## src/rtl/execute_reg_pkg.sv

```systemverilog
// Shared pipeline constants: ALU op codes and forwarding selects.
// Used by decode, the hazard unit and the execute stage.
package execute_reg_pkg;

  localparam int ALU_OP_W = 3;
  localparam int FWD_W    = 2;

  localparam logic [ALU_OP_W-1:0] ALU_AND = 3'b000;
  localparam logic [ALU_OP_W-1:0] ALU_OR  = 3'b001;
  localparam logic [ALU_OP_W-1:0] ALU_ADD = 3'b010;
  localparam logic [ALU_OP_W-1:0] ALU_SUB = 3'b110;
  localparam logic [ALU_OP_W-1:0] ALU_SLT = 3'b111;

  localparam logic [FWD_W-1:0] FWD_RF  = 2'b00;
  localparam logic [FWD_W-1:0] FWD_WB  = 2'b01;
  localparam logic [FWD_W-1:0] FWD_MEM = 2'b10;
  localparam logic [FWD_W-1:0] FWD_RSV = 2'b11;

endpackage

```

## src/rtl/execute_reg_if.sv

```systemverilog
// Execute-stage bundle: ID/EX inputs, hazard controls and EX/MEM outputs.
// master drives the E side, slave is the execute stage itself.
interface execute_reg_if #(
  parameter int DATA_W = 32,
  parameter int REG_AW = 5
);
  import execute_reg_pkg::*;

  logic                stallM;
  logic                flushM;
  logic                RegWriteE;
  logic                MemtoRegE;
  logic                MemWriteE;
  logic                ALUSrcE;
  logic                RegDestE;
  logic [ALU_OP_W-1:0] ALUControlE;
  logic [DATA_W-1:0]   RD1E;
  logic [DATA_W-1:0]   RD2E;
  logic [DATA_W-1:0]   SignImmE;
  logic [REG_AW-1:0]   RtE;
  logic [REG_AW-1:0]   RdE;
  logic [FWD_W-1:0]    ForwardAE;
  logic [FWD_W-1:0]    ForwardBE;
  logic [DATA_W-1:0]   ResultW;

  logic [REG_AW-1:0]   WriteRegE;
  logic                RegWriteM;
  logic                MemtoRegM;
  logic                MemWriteM;
  logic [DATA_W-1:0]   ALUOutM;
  logic [DATA_W-1:0]   WriteDataM;
  logic [REG_AW-1:0]   WriteRegM;

  modport master (
    output stallM, flushM,
    output RegWriteE, MemtoRegE, MemWriteE,
    output ALUSrcE, RegDestE, ALUControlE,
    output RD1E, RD2E, SignImmE,
    output RtE, RdE,
    output ForwardAE, ForwardBE, ResultW,
    input  WriteRegE,
    input  RegWriteM, MemtoRegM, MemWriteM,
    input  ALUOutM, WriteDataM, WriteRegM
  );

  modport slave (
    input  stallM, flushM,
    input  RegWriteE, MemtoRegE, MemWriteE,
    input  ALUSrcE, RegDestE, ALUControlE,
    input  RD1E, RD2E, SignImmE,
    input  RtE, RdE,
    input  ForwardAE, ForwardBE, ResultW,
    output WriteRegE,
    output RegWriteM, MemtoRegM, MemWriteM,
    output ALUOutM, WriteDataM, WriteRegM
  );

endinterface

```

## src/rtl/execute_reg_alu.sv

```systemverilog
// Execute-stage ALU: and/or/add/sub/signed slt, wrapping arithmetic.
// Unassigned op codes produce zero.
module alu
  import execute_reg_pkg::*;
#(
  parameter int DATA_W = 32
) (
  input  logic [DATA_W-1:0]   a_i,
  input  logic [DATA_W-1:0]   b_i,
  input  logic [ALU_OP_W-1:0] op_i,
  output logic [DATA_W-1:0]   y_o
);

  logic lt;

  assign lt = $signed(a_i) < $signed(b_i);

  always_comb begin
    y_o = '0;
    unique case (1'b1)
      op_i == ALU_AND: y_o = a_i & b_i;
      op_i == ALU_OR:  y_o = a_i | b_i;
      op_i == ALU_ADD: y_o = a_i + b_i;
      op_i == ALU_SUB: y_o = a_i - b_i;
      op_i == ALU_SLT: y_o = {{(DATA_W-1){1'b0}}, lt};
      default:         y_o = '0;
    endcase
  end

endmodule

```

## src/rtl/execute_reg.sv

```systemverilog
// Execute stage: operand forwarding, ALU and the EX/MEM register.
// Flush beats stall; async reset beats both.
module execute_reg
  import execute_reg_pkg::*;
#(
  parameter int DATA_W = 32,
  parameter int REG_AW = 5
) (
  input  logic         clk,
  input  logic         rst,
  execute_reg_if.slave bus
);

  logic [DATA_W-1:0] src_a;
  logic [DATA_W-1:0] fwd_b;
  logic [DATA_W-1:0] src_b;
  logic [DATA_W-1:0] alu_y;
  logic [REG_AW-1:0] wreg_e;

  logic              rw_q,   rw_d;
  logic              m2r_q,  m2r_d;
  logic              mw_q,   mw_d;
  logic [DATA_W-1:0] alu_q,  alu_d;
  logic [DATA_W-1:0] wd_q,   wd_d;
  logic [REG_AW-1:0] wreg_q, wreg_d;

  always_comb begin
    src_a = bus.RD1E;
    unique case (1'b1)
      bus.ForwardAE == FWD_WB:  src_a = bus.ResultW;
      bus.ForwardAE == FWD_MEM: src_a = alu_q;
      default:                  src_a = bus.RD1E;
    endcase
  end

  always_comb begin
    fwd_b = bus.RD2E;
    unique case (1'b1)
      bus.ForwardBE == FWD_WB:  fwd_b = bus.ResultW;
      bus.ForwardBE == FWD_MEM: fwd_b = alu_q;
      default:                  fwd_b = bus.RD2E;
    endcase
  end

  assign src_b  = bus.ALUSrcE ? bus.SignImmE : fwd_b;
  assign wreg_e = bus.RegDestE ? bus.RdE : bus.RtE;

  alu #(
    .DATA_W (DATA_W)
  ) u_alu (
    .a_i  (src_a),
    .b_i  (src_b),
    .op_i (bus.ALUControlE),
    .y_o  (alu_y)
  );

  always_comb begin
    rw_d   = rw_q;
    m2r_d  = m2r_q;
    mw_d   = mw_q;
    alu_d  = alu_q;
    wd_d   = wd_q;
    wreg_d = wreg_q;
    if (bus.flushM) begin
      rw_d   = 1'b0;
      m2r_d  = 1'b0;
      mw_d   = 1'b0;
      alu_d  = '0;
      wd_d   = '0;
      wreg_d = '0;
    end else if (!bus.stallM) begin
      rw_d   = bus.RegWriteE;
      m2r_d  = bus.MemtoRegE;
      mw_d   = bus.MemWriteE;
      alu_d  = alu_y;
      wd_d   = fwd_b;
      wreg_d = wreg_e;
    end
  end

  always_ff @(posedge clk or negedge rst) begin
    if (!rst) begin
      rw_q   <= 1'b0;
      m2r_q  <= 1'b0;
      mw_q   <= 1'b0;
      alu_q  <= '0;
      wd_q   <= '0;
      wreg_q <= '0;
    end else begin
      rw_q   <= rw_d;
      m2r_q  <= m2r_d;
      mw_q   <= mw_d;
      alu_q  <= alu_d;
      wd_q   <= wd_d;
      wreg_q <= wreg_d;
    end
  end

  assign bus.WriteRegE  = wreg_e;
  assign bus.RegWriteM  = rw_q;
  assign bus.MemtoRegM  = m2r_q;
  assign bus.MemWriteM  = mw_q;
  assign bus.ALUOutM    = alu_q;
  assign bus.WriteDataM = wd_q;
  assign bus.WriteRegM  = wreg_q;

endmodule

```

## src/flat_wrapper.sv

```systemverilog
// flat-port wrapper written by rule: the top's interface ports become plain ports
module execute_reg_flat import execute_reg_pkg::*;
#(
  parameter int DATA_W = 32,
  parameter int REG_AW = 5
)
  (clk, rst, bus_stallM, bus_flushM, bus_RegWriteE, bus_MemtoRegE, bus_MemWriteE, bus_ALUSrcE, bus_RegDestE, bus_ALUControlE, bus_RD1E, bus_RD2E, bus_SignImmE, bus_RtE, bus_RdE, bus_ForwardAE, bus_ForwardBE, bus_ResultW, bus_WriteRegE, bus_RegWriteM, bus_MemtoRegM, bus_MemWriteM, bus_ALUOutM, bus_WriteDataM, bus_WriteRegM);
  execute_reg_if #(.DATA_W(DATA_W), .REG_AW(REG_AW)) bus_i ();
  input  logic clk;
  input  logic rst;
  input wire logic [$bits(bus_i.stallM)-1:0] bus_stallM;
  input wire logic [$bits(bus_i.flushM)-1:0] bus_flushM;
  input wire logic [$bits(bus_i.RegWriteE)-1:0] bus_RegWriteE;
  input wire logic [$bits(bus_i.MemtoRegE)-1:0] bus_MemtoRegE;
  input wire logic [$bits(bus_i.MemWriteE)-1:0] bus_MemWriteE;
  input wire logic [$bits(bus_i.ALUSrcE)-1:0] bus_ALUSrcE;
  input wire logic [$bits(bus_i.RegDestE)-1:0] bus_RegDestE;
  input wire logic [$bits(bus_i.ALUControlE)-1:0] bus_ALUControlE;
  input wire logic [$bits(bus_i.RD1E)-1:0] bus_RD1E;
  input wire logic [$bits(bus_i.RD2E)-1:0] bus_RD2E;
  input wire logic [$bits(bus_i.SignImmE)-1:0] bus_SignImmE;
  input wire logic [$bits(bus_i.RtE)-1:0] bus_RtE;
  input wire logic [$bits(bus_i.RdE)-1:0] bus_RdE;
  input wire logic [$bits(bus_i.ForwardAE)-1:0] bus_ForwardAE;
  input wire logic [$bits(bus_i.ForwardBE)-1:0] bus_ForwardBE;
  input wire logic [$bits(bus_i.ResultW)-1:0] bus_ResultW;
  output wire logic [$bits(bus_i.WriteRegE)-1:0] bus_WriteRegE;
  output wire logic [$bits(bus_i.RegWriteM)-1:0] bus_RegWriteM;
  output wire logic [$bits(bus_i.MemtoRegM)-1:0] bus_MemtoRegM;
  output wire logic [$bits(bus_i.MemWriteM)-1:0] bus_MemWriteM;
  output wire logic [$bits(bus_i.ALUOutM)-1:0] bus_ALUOutM;
  output wire logic [$bits(bus_i.WriteDataM)-1:0] bus_WriteDataM;
  output wire logic [$bits(bus_i.WriteRegM)-1:0] bus_WriteRegM;
  assign bus_i.stallM = bus_stallM;
  assign bus_i.flushM = bus_flushM;
  assign bus_i.RegWriteE = bus_RegWriteE;
  assign bus_i.MemtoRegE = bus_MemtoRegE;
  assign bus_i.MemWriteE = bus_MemWriteE;
  assign bus_i.ALUSrcE = bus_ALUSrcE;
  assign bus_i.RegDestE = bus_RegDestE;
  assign bus_i.ALUControlE = bus_ALUControlE;
  assign bus_i.RD1E = bus_RD1E;
  assign bus_i.RD2E = bus_RD2E;
  assign bus_i.SignImmE = bus_SignImmE;
  assign bus_i.RtE = bus_RtE;
  assign bus_i.RdE = bus_RdE;
  assign bus_i.ForwardAE = bus_ForwardAE;
  assign bus_i.ForwardBE = bus_ForwardBE;
  assign bus_i.ResultW = bus_ResultW;
  assign bus_WriteRegE = bus_i.WriteRegE;
  assign bus_RegWriteM = bus_i.RegWriteM;
  assign bus_MemtoRegM = bus_i.MemtoRegM;
  assign bus_MemWriteM = bus_i.MemWriteM;
  assign bus_ALUOutM = bus_i.ALUOutM;
  assign bus_WriteDataM = bus_i.WriteDataM;
  assign bus_WriteRegM = bus_i.WriteRegM;
  execute_reg #(.DATA_W(DATA_W), .REG_AW(REG_AW)) u_core (.clk(clk), .rst(rst), .bus(bus_i));
endmodule
```

## config.mk

```make
export PLATFORM = sky130hd
export DESIGN_NAME = execute_reg_flat
export DESIGN_NICKNAME = d
export VERILOG_FILES = /design/src/rtl/execute_reg_pkg.sv /design/src/rtl/execute_reg_if.sv /design/src/rtl/execute_reg_alu.sv /design/src/rtl/execute_reg.sv /design/src/flat_wrapper.sv
export SDC_FILE = /design/constraint.sdc
export NUM_CORES = 1
export LEC_CHECK = 0
export ABC_AREA = 1
export BUFFER_PORTS_ARGS = -buffer_cell sky130_fd_sc_hd__buf_2
export CAP_MARGIN = 0
export CORE_MARGIN = 2
export CORE_UTILIZATION = 50
export DETAILED_ROUTE_END_ITERATION = 10
export PLACE_DENSITY = 0.81
export SYNTH_ARGS = -nofsm -noshare
export SYNTH_HDL_FRONTEND = slang
export SYNTH_HIERARCHICAL = 1
export SYNTH_SLANG_ARGS = --single-unit
```

## constraint.sdc

```tcl
create_clock -name clk -period 6.5 [get_ports clk]
set_clock_uncertainty 0.2 [all_clocks]
set_input_delay 0.65 -clock clk [delete_from_list [all_inputs] [get_ports clk]]
set_output_delay 0.65 -clock clk [all_outputs]
set_load 0.1 [all_outputs]
```

After elaboration in Yosys (flattened, before gate mapping)
Cells that the tools add are included.

Bits in registers: 72. Input bits: 154. Output and inout port bits: 77. Word-level logic and storage cells: 38.

$add $sub $neg: 2. Order comparisons: 1. Equality and inequality tests: 9. Muxes and demuxes: 17. Bitwise gates (word level): 2. Reductions and logical operators: 1.

Operators by type and width (count): 2-to-1 mux 32 bit (5); case mux 32 bit (5 select lines) (1); case mux 32 bit (2 select lines) (2); adder 32 bit (1); AND 32 bit (1); < comparator 32 bit (1); OR 32 bit (1); subtractor 32 bit (1); 2-to-1 mux 5 bit (3); == test 3 bit (second input constant) (2); 2-to-1 mux 1 bit (6); == test 2 x 1 -> 1 bit (second input constant) (2); == test 2 bit (second input constant) (2); == test 3 x 1 -> 1 bit (second input constant) (1); == test 3 x 2 -> 1 bit (second input constant) (1); logical NOT 3 bit (1); inequality test 2 x 1 -> 1 bit (second input constant) (1).

Depth between registers and ports, before layout
Gate-level depths: netlist (run 1).

Depth in word-level cells: 7. Mapped depth: 26. Mapped depth without buffers: 23.

Hierarchy
The synthesis (run 1) kept the hierarchy.

By module, submodules not included: alu (instances 1, cells each 1272, area each 6341.1 µm²); execute_reg (instances 1, cells each 749, area each 4628.2 µm²).

Least setup slack after synthesis (run 1)
No wires, ideal clock.

Kind: input to output. From: in bus_RegDestE. To: out bus_WriteRegE[0]. Arrival: 3004 ps. Slack: 2646 ps. Cell stages on the path: 2. Path through: clkbuf_1 -> o21ai_0.

Cells in the longest elaborated chain, start to end: 1.

RTL lines: start, declared (line flat_wrapper.sv:17) `input wire logic [$bits(bus_i.RegDestE)-1:0] bus_RegDestE;`; 2-to-1 mux 5 bit (line execute_reg.sv:46) `assign wreg_e = bus.RegDestE ? bus.RdE : bus.RtE;`; end, declared (line flat_wrapper.sv:27) `output wire logic [$bits(bus_i.WriteRegE)-1:0] bus_WriteRegE;`.

No other way between the ends.

Final worst setup path (run 1)
From: in bus_ForwardBE[0]. To: reg u_core.alu_q[30] (netlist: u_core/bus.ALUOutM[30]).

Cells in the longest elaborated chain, start to end: 7. Elaborated cells between the ends (all ways): 11.

RTL lines: start, declared (line flat_wrapper.sv:25) `input wire logic [$bits(bus_i.ForwardBE)-1:0] bus_ForwardBE;`; == test 2 bit or == test 2 x 1 -> 1 bit (tied branches) (line execute_reg.sv:40, execute_reg.sv:39); case mux 32 bit (2 select lines) * (line execute_reg.sv:38) `unique case (1'b1)`; 2-to-1 mux 32 bit * (line execute_reg.sv:45) `assign src_b = bus.ALUSrcE ? bus.SignImmE : fwd_b;`; via u_core.src_b[0] (line execute_reg.sv:16) `logic [DATA_W-1:0] src_b;`; subtractor 32 bit or adder 32 bit (tied branches) (line execute_reg_alu.sv:24, execute_reg_alu.sv:23); case mux 32 bit (5 select lines) * (line execute_reg_alu.sv:20) `unique case (1'b1)`; via u_core.alu_y[30] (line execute_reg.sv:17) `logic [DATA_W-1:0] alu_y;`; 2-to-1 mux 32 bit * (line execute_reg.sv:71) `end else if (!bus.stallM) begin`; 2-to-1 mux 32 bit * (line execute_reg.sv:64) `if (bus.flushM) begin`; end signal, assigned (line execute_reg.sv:93) `alu_q <= alu_d;`; end, declared (line execute_reg.sv:23) `logic [DATA_W-1:0] alu_q, alu_d;`.

The timed path passes the listed nets; every way through them passes the cells marked *. The select of a mux whose other input is x is not followed. A chain may end at the register's enable or synchronous reset.

==> out/results.tsv, run 1 <==
stage	metric	value	unit
synth	synth_flop_cell	dfrtp_1	
synth	async_flop_share	1.00	
setup_path	slowest_stage	inv_1	
power_and_ir_drop	peakVddDrop	117	uV
synth	synth_common_cells	nand2_1 (810), inv_1 (354), nand3_1 (219), nor2_1 (123), a21oi_1 (110)	
clock_tree	cts_buffers	9	
clock_tree	postCtsSetupBuffers	0	
timing	fin_crit_sh	0.708	
clock_tree	cts_max_level	3	
synth	synth_top_area_share	0.277	
floorplan	rows	54	
timing	tightest_slew	1100	ps
route	dr.first_iter.drc_count	1754	
synth	ys_seq_area_frac	0.164	
synth	synth_compound_area_frac	0.0926	
global_routing	grt_start_max_net_pins	73	
layout	nNetsFinal	2454	
route	wl_per_cell	17.6	um
setup_path	cp_cell_sequence	buf_2 > inv_1 > ha_1 > buf_4 > inv_1 > nand3_1 > nand3_1 > nand2_1 > ha_1 > fa_1 > nand3_1 > nand3_1 > nand2_1 > nand2_1 > nand2_1 > nand2_2 > nand2_1 > nand2_1 > nand2_1 > nand3_1 > nand3_1 > nand2_1 > nand2_1	
synth	muxShareOfSynthArea	0	
run	maxCapViolations	0	
floorplan	core	21700	sq um
layout	fin_area	12500	sq um
synth	synthXorXnorAreaFrac	0.000798	
floorplan	die_x	152	um
placed_design	routabilityCongestion	1.02	
timing	fin_tns_setup	0	ps
setup_path	worstPathRequired	6600	ps
synth	avgSynthCellArea	5.43	sq um
synth	synth.top_cells.by_area	nand2_1 (28%), dfrtp_1 (16%), inv_1 (12%), ha_1 (12%), nand3_1 (10%)	
global_routing	globalRouteTotalUtil	0.365	
clock_tree	cts_tree	built	
synth	synth_nets	2279	
setup_path	crit_top_cell	nand2_1	
timing	max_freq	217	MHz
clock_tree	cts_hold_buf	0	
global_routing	grt_pass1_wl	67500	um
global_routing	antenna_found_initial	2	
synth	synth_adder_area_share	0.120	
min_path	hold_path_class	input port to asynchronous set/reset pin	
synth	synth.largest_area_cell	nand2_1	
placed_design	dpl.hpwl	34500	um
synth	syn_area	11000	sq um
setup_path	path_class	input port to register	
power_and_ir_drop	swShare	0.550	
floorplan	die_area	23100	sq um
floorplan	io_pins	231	
route	vias_per_cell	5.56	
setup_path	cp_max_fo	33	
setup_path	crit_path_start_kind	input port	
clock_tree	max-clock-path-buffers	2	
setup_path	arrival	4700	ps
layout	fin_util	0.576	
setup_path	regToRegSetupSlack	3130	ps
clock_tree	clk_latency	360	ps
route	drt-pass1-iter-count	8	
synth	synthSimpleGateAreaFrac	0.460	
layout	fillers	2232	
setup_path	end_kind	register	
synth	synth_most_common_cell	nand2_1	
power_and_ir_drop	p_leak	0.00774	uW
setup_path	crit_family	simple AND/OR/NAND/NOR gates	
clock_tree	cts_resized	0	
setup_path	slowest_delay	840	ps
timing	rsz0062_at_grt	no	
power_and_ir_drop	p_seq_frac	0.184	
global_routing	grt_pass1_vias	12400	
power_and_ir_drop	p_per_area	225	nW/um^2
timing	hold_slack	267	ps
synth	syn_inst	2021	
synth	synth_top_family_by_area	simple AND/OR/NAND/NOR gates	
timing	drv_slew	0	
floorplan	dieHeight	152	um
synth	synth_seq_cells	72	
power_and_ir_drop	p_sw	1540	uW
timing	setup_viol	0	
timing	post-route-min-period	4600	ps
route	totalWireLength	43800	um
route	drc	0	
timing	slew_headroom	0.264	
power_and_ir_drop	p_comb_frac	0.612	
route	vias	13800	
floorplan	initial_core_util	0.506	
placed_design	placed_cell_area	12200	sq um
setup_path	crit_buf_inv	4	
clock_tree	clockRootBuffer	clkbuf_16	
power_and_ir_drop	clkPwrFrac	0.205	
clock_tree	cts.sinks	72	
synth	synth_edf_count	0	
synth	synth.distinct_cells	36	
power_and_ir_drop	p_int	1260	uW
global_routing	grt_remaining_overflow	0	
outcome	status	finished clean	
synth	synth_warnings	6	
power_and_ir_drop	finalPower	2810	uW
clock_tree	cts.clk_slew.worst_paths	70	ps
layout	syn_to_final_growth	13.9	%
layout	layout-drive-gt1-share	0.134	
route	ant_nets	0	
placed_design	portBuffers	230	
timing	hold_violations	0	
==> stage by stage <==
step / setup WS (ps) / cells
after floorplan: 2650 / 2021
after global placement: 1640 / 2465
after detailed placement: 1620 / 2465
after CTS: 1990 / 2481
after global routing: 1470 / 2483
final: 1900 / 2483
==> path summary, 6_finish.rpt <==
check	startpoint	endpoint	depth (start not counted)
max in group asynchronous	rst	u_core/bus.ALUOutM[15]	1
min reg2reg	u_core/bus.MemWriteM	u_core/bus.MemWriteM	2
min	rst	u_core/bus.MemtoRegM	1
max reg2reg	u_core/bus.ALUOutM[3]	u_core/bus.ALUOutM[29]	17
max	bus_ForwardBE[0]	u_core/bus.ALUOutM[30]	23
min in group clk	u_core/bus.MemWriteM	u_core/bus.MemWriteM	2
==> layout make-up <==
cell class,instances,area [sq um],share of cell area
antenna,2,5.00,0.000401
clock buffer,10,229,0.0183
clock inverter,6,90.1,0.00721
inverter,357,1340,0.107
multi-input combinational,1510,7410,0.593
sequential,72,1800,0.144
tap,280,350,0.0280
timing repair buffer,246,1270,0.102
==> kinds of logic after synthesis <==
group                    count (synthesis)
adder cells (fa/ha/maj)                104
XOR/XNOR                                 1
AO/OA/AOI/OAI                          185
buffers and inverters                  439
AND/OR/NAND/NOR                       1220
flip-flops                              72
==> state kept, by name, summed over array words and instances, names as in the netlist <==
| register | cells |
|---|---|
| u_core/bus.ALUOutM | 32 |
| u_core/bus.MemWriteM | 1 |
| u_core/bus.MemtoRegM | 1 |
| u_core/bus.RegWriteM | 1 |
| u_core/bus.WriteDataM | 32 |
| u_core/bus.WriteRegM | 5 |
==> routing by layer <==
| metal | track usage | part of all wire | up-vias |
|---|---|---|---|
| met4 | 0.111 | 0.025 | 0 |
| met3 | 0.110 | 0.14 | 81 |
| met5 | 0 | 0 | - |
| met2 | 0.529 | 0.41 | 912 |
| met1 | 0.520 | 0.42 | 6239 |
| li1 | - | - | 6580 |
==> worst register-to-register path, delay by kind of cell (launching register included) <==
kind | cells | cell delay [ps]
simple gates | 13 | 1310
buf+inv | 1 | 100
flops | 1 | 520
fa+ha+maj | 1 | 520
compound gates | 2 | 590
==> power groups by stage <==
| stage | sequential [uW] | combinational (uW) | clock (uW) |
|---|---|---|---|
| finish | 516 | 1720 | 575 |
| global route | 519 | 1870 | 596 |
| CTS | 514 | 1670 | 575 |
| detailed placement | 522 | 1660 | 0 |
| global placement | 522 | 1640 | 0 |
| floorplan | 748 | 1010 | 0 |
==> layout by cell type, fill, tap and decap left out, types with 2 or more instances in the layout <==
cell type | Yosys | layout
o21ai_0 | 30 | 30
o2111ai_1 | 8 | 8
nor3_2 | 1 | 2
buf_2 | 45 | 229
nand2_1 | 810 | 810
nand3b_1 | 3 | 3
nand3_2 | 3 | 3
nor3_1 | 13 | 12
nand4_1 | 17 | 17
o21bai_1 | 7 | 7
nor2_4 | 1 | 3
nor4_2 | 2 | 2
inv_2 | 3 | 3
inv_1 | 354 | 354
clkbuf_16 | 0 | 9
fa_1 | 2 | 2
o22ai_1 | 21 | 21
diode_2 | 0 | 2
ha_1 | 102 | 102
nor2_1 | 123 | 123
nor2_2 | 10 | 8
bufinv_16 | 0 | 2
a31oi_1 | 6 | 6
and3_1 | 4 | 4
a21oi_1 | 110 | 110
nand2_2 | 11 | 11
buf_4 | 5 | 17
nand3_1 | 219 | 219
dfrtp_1 | 72 | 72
inv_6 | 0 | 2
Power figures use the tool's default switching activity.
==> run 2, diff against run 1 <==
==> constraint.sdc (replaced) <==
create_clock -name clk -period 4.8 [get_ports clk]
set_clock_uncertainty 0.2 [all_clocks]
set_input_delay 0.48 -clock clk [delete_from_list [all_inputs] [get_ports clk]]
set_output_delay 0.48 -clock clk [all_outputs]
set_load 0.1 [all_outputs]
==> out/results.tsv, run 2 (synthesis results as in run 1) <==
stage	metric	value	unit	change
floorplan	rows	54		unchanged
global_routing	grt_pass1_wl	69700	um	was 67500 um
clock_tree	cts_buffers	9		unchanged
clock_tree	cts_max_level	3		unchanged
floorplan	die_area	23100	sq um	unchanged
layout	syn_to_final_growth	14.6	%	was 13.9%
floorplan	initial_core_util	0.506		unchanged
layout	fin_area	12600	sq um	was 12500 sq um
route	wl_met2	19400	um	was 18100 um
global_routing	antenna_found_initial	0		was 2
global_routing	grt_pass1_vias	12600		was 12400
timing	setup_viol	0		unchanged
setup_path	worstPathRequired	4900	ps	was 6600 ps
route	dr.first_iter.drc_count	1427		was 1754
power_and_ir_drop	p_per_area	304	nW/um^2	was 225 nW/um^2
layout	nNetsFinal	2464		was 2454
global_routing	grt_start_max_net_pins	73		unchanged
clock_tree	cts_tree	built		unchanged
placed_design	dpl.hpwl	36900	um	was 34500 um
timing	slew_headroom	0.242		was 0.264
clock_tree	clockRootBuffer	clkbuf_16		unchanged
power_and_ir_drop	peakVddDrop	126	uV	was 117 uV
setup_path	end_kind	register		unchanged
setup_path	arrival	4000	ps	was 4700 ps
run	maxCapViolations	0		unchanged
floorplan	core	21700	sq um	unchanged
timing	post-route-min-period	3900	ps	
clock_tree	cts_hold_buf	0		unchanged
setup_path	path_class	input port to register		unchanged
placed_design	portBuffers	230		unchanged
clock_tree	cts.sinks	72		unchanged
placed_design	routabilityCongestion	1.03		was 1.02
layout	antenna_cells	0		was 2
clock_tree	max-clock-path-buffers	2		unchanged
timing	rsz0062_at_grt	no		unchanged
timing	tightest_slew	1140	ps	was 1100 ps
route	wl_met3	5750	um	was 6280 um
route	wl_per_cell	18.4	um	was 17.6 um
floorplan	io_pins	231		unchanged
clock_tree	postCtsSetupBuffers	0		unchanged
placed_design	pre_cts_ws	679	ps	was 1620 ps
timing	hold_slack	90.3	ps	was 267 ps
timing	fin_crit_sh	0.812		
route	vias_per_cell	5.52		was 5.56
timing	fin_tns_setup	0	ps	unchanged
layout	layout_common_cells	nand2_1 (810), inv_1 (354), buf_2 (229)		unchanged
timing	fin_ws	903	ps	was 1900 ps
setup_path	crit_path_start_kind	input port		unchanged
route	drc	0		unchanged
layout	fillers	2326		was 2232
layout	layout-drive-gt1-share	0.138		was 0.134
power_and_ir_drop	p_leak	0.00779	uW	was 0.00774 uW
global_routing	globalRouteTotalUtil	0.383		was 0.365
layout	layout_commonest_cell	nand2_1		unchanged
setup_path	regToRegSetupSlack	1470	ps	was 3130 ps
clock_tree	clk_latency	360	ps	about the same
global_routing	grt_remaining_overflow	0		unchanged
clock_tree	cts_resized	0		unchanged
route	vias	13700		was 13800
route	totalWireLength	45800	um	was 43800 um
floorplan	dieHeight	152	um	unchanged
route	top_layer_used	met4		unchanged
route	wl_met1	19700	um	was 18200 um
route	ant_nets	0		unchanged
floorplan	die_x	152	um	unchanged
timing	drv_slew	0		unchanged
outcome	status	finished clean		unchanged
route	drt-pass1-iter-count	6		was 8
timing	max_freq	257	MHz	
timing	hold_violations	0		unchanged
clock_tree	cts.clk_slew.worst_paths	70	ps	about the same
setup_path	cp_max_fo	12		was 33
placed_design	placed_cell_area	12200	sq um	about the same
min_path	hold_path_class	input port to asynchronous set/reset pin		unchanged
layout	fin_util	0.579		was 0.576
## run 2: changes by cell type in the layout (fill, tap and decap cells not counted)
cell / before / now
clkinv_4: 0 / 1
diode_2: 2 / 0
buf_4: 17 / 27
clkinvlp_4: 1 / 2
inv_6: 2 / 1
clkinv_2: 1 / 0
## run 2: where the power goes
part           total [uW]  internal [uW]  switching, uW
clock network         756            459            297
logic                2370            612           1760
registers             696            650           46.1
total                3820           1720           2100
## run 2: through the flow
step	power, uW	instances
2_1_floorplan	2380	2021
4_1_cts	3760	2491
6_report	3820	2491
5_1_grt	4050	2491
3_3_place_gp	2980	2475
3_5_place_dp	2990	2475
## run 2: metal layers
metal / GRT usage / up-vias
met2: 0.581 / 806
met5: 0 / -
li1: - / 6601
met1: 0.550 / 6251
met4: 0.0890 / 0
met3: 0.0933 / 83
## run 2: worst paths after layout
| kind | start | to | cells past startpoint |
|---|---|---|---|
| setup / recovery | bus_ForwardAE[1] | u_core/bus.ALUOutM[22] | 21 |
| hold / removal | rst | u_core/bus.WriteDataM[26] | 1 |
| setup reg to reg | u_core/bus.ALUOutM[1] | u_core/bus.ALUOutM[31] | 20 |
| hold reg to reg | u_core/bus.WriteDataM[12] | u_core/bus.WriteDataM[12] | 2 |
| max in group asynchronous | rst | u_core/bus.WriteDataM[15] | 1 |
| min in group clk | bus_MemWriteE | u_core/bus.MemWriteM | 3 |
## run 2: layout make-up
type,instances,area [sq um],share of cell area
Tap cell,280,350,0.0279
Clock inverter,6,92.6,0.00737
Sequential cell,72,1800,0.143
Clock buffer,10,229,0.0182
Multi-Input combinational cell,1510,7410,0.589
Timing Repair Buffer,256,1350,0.107
Inverter,357,1340,0.107
## run 2: critical path, cell delays in order
cell and delay, ps:
buf_2 110, inv_1 60, ha_1 550, nand2_1 210, a21oi_1 470, inv_1 110
ha_1 540, inv_1 100, nand2_1 80, nand2_1 100, inv_1 90, nand3_1 150
nand2_1 140, nand3_1 200, nand2_1 150, nand2_1 70, nand2_1 50, nand3_1 60
nand3_1 100, nand2_1 60, nand2_1 90
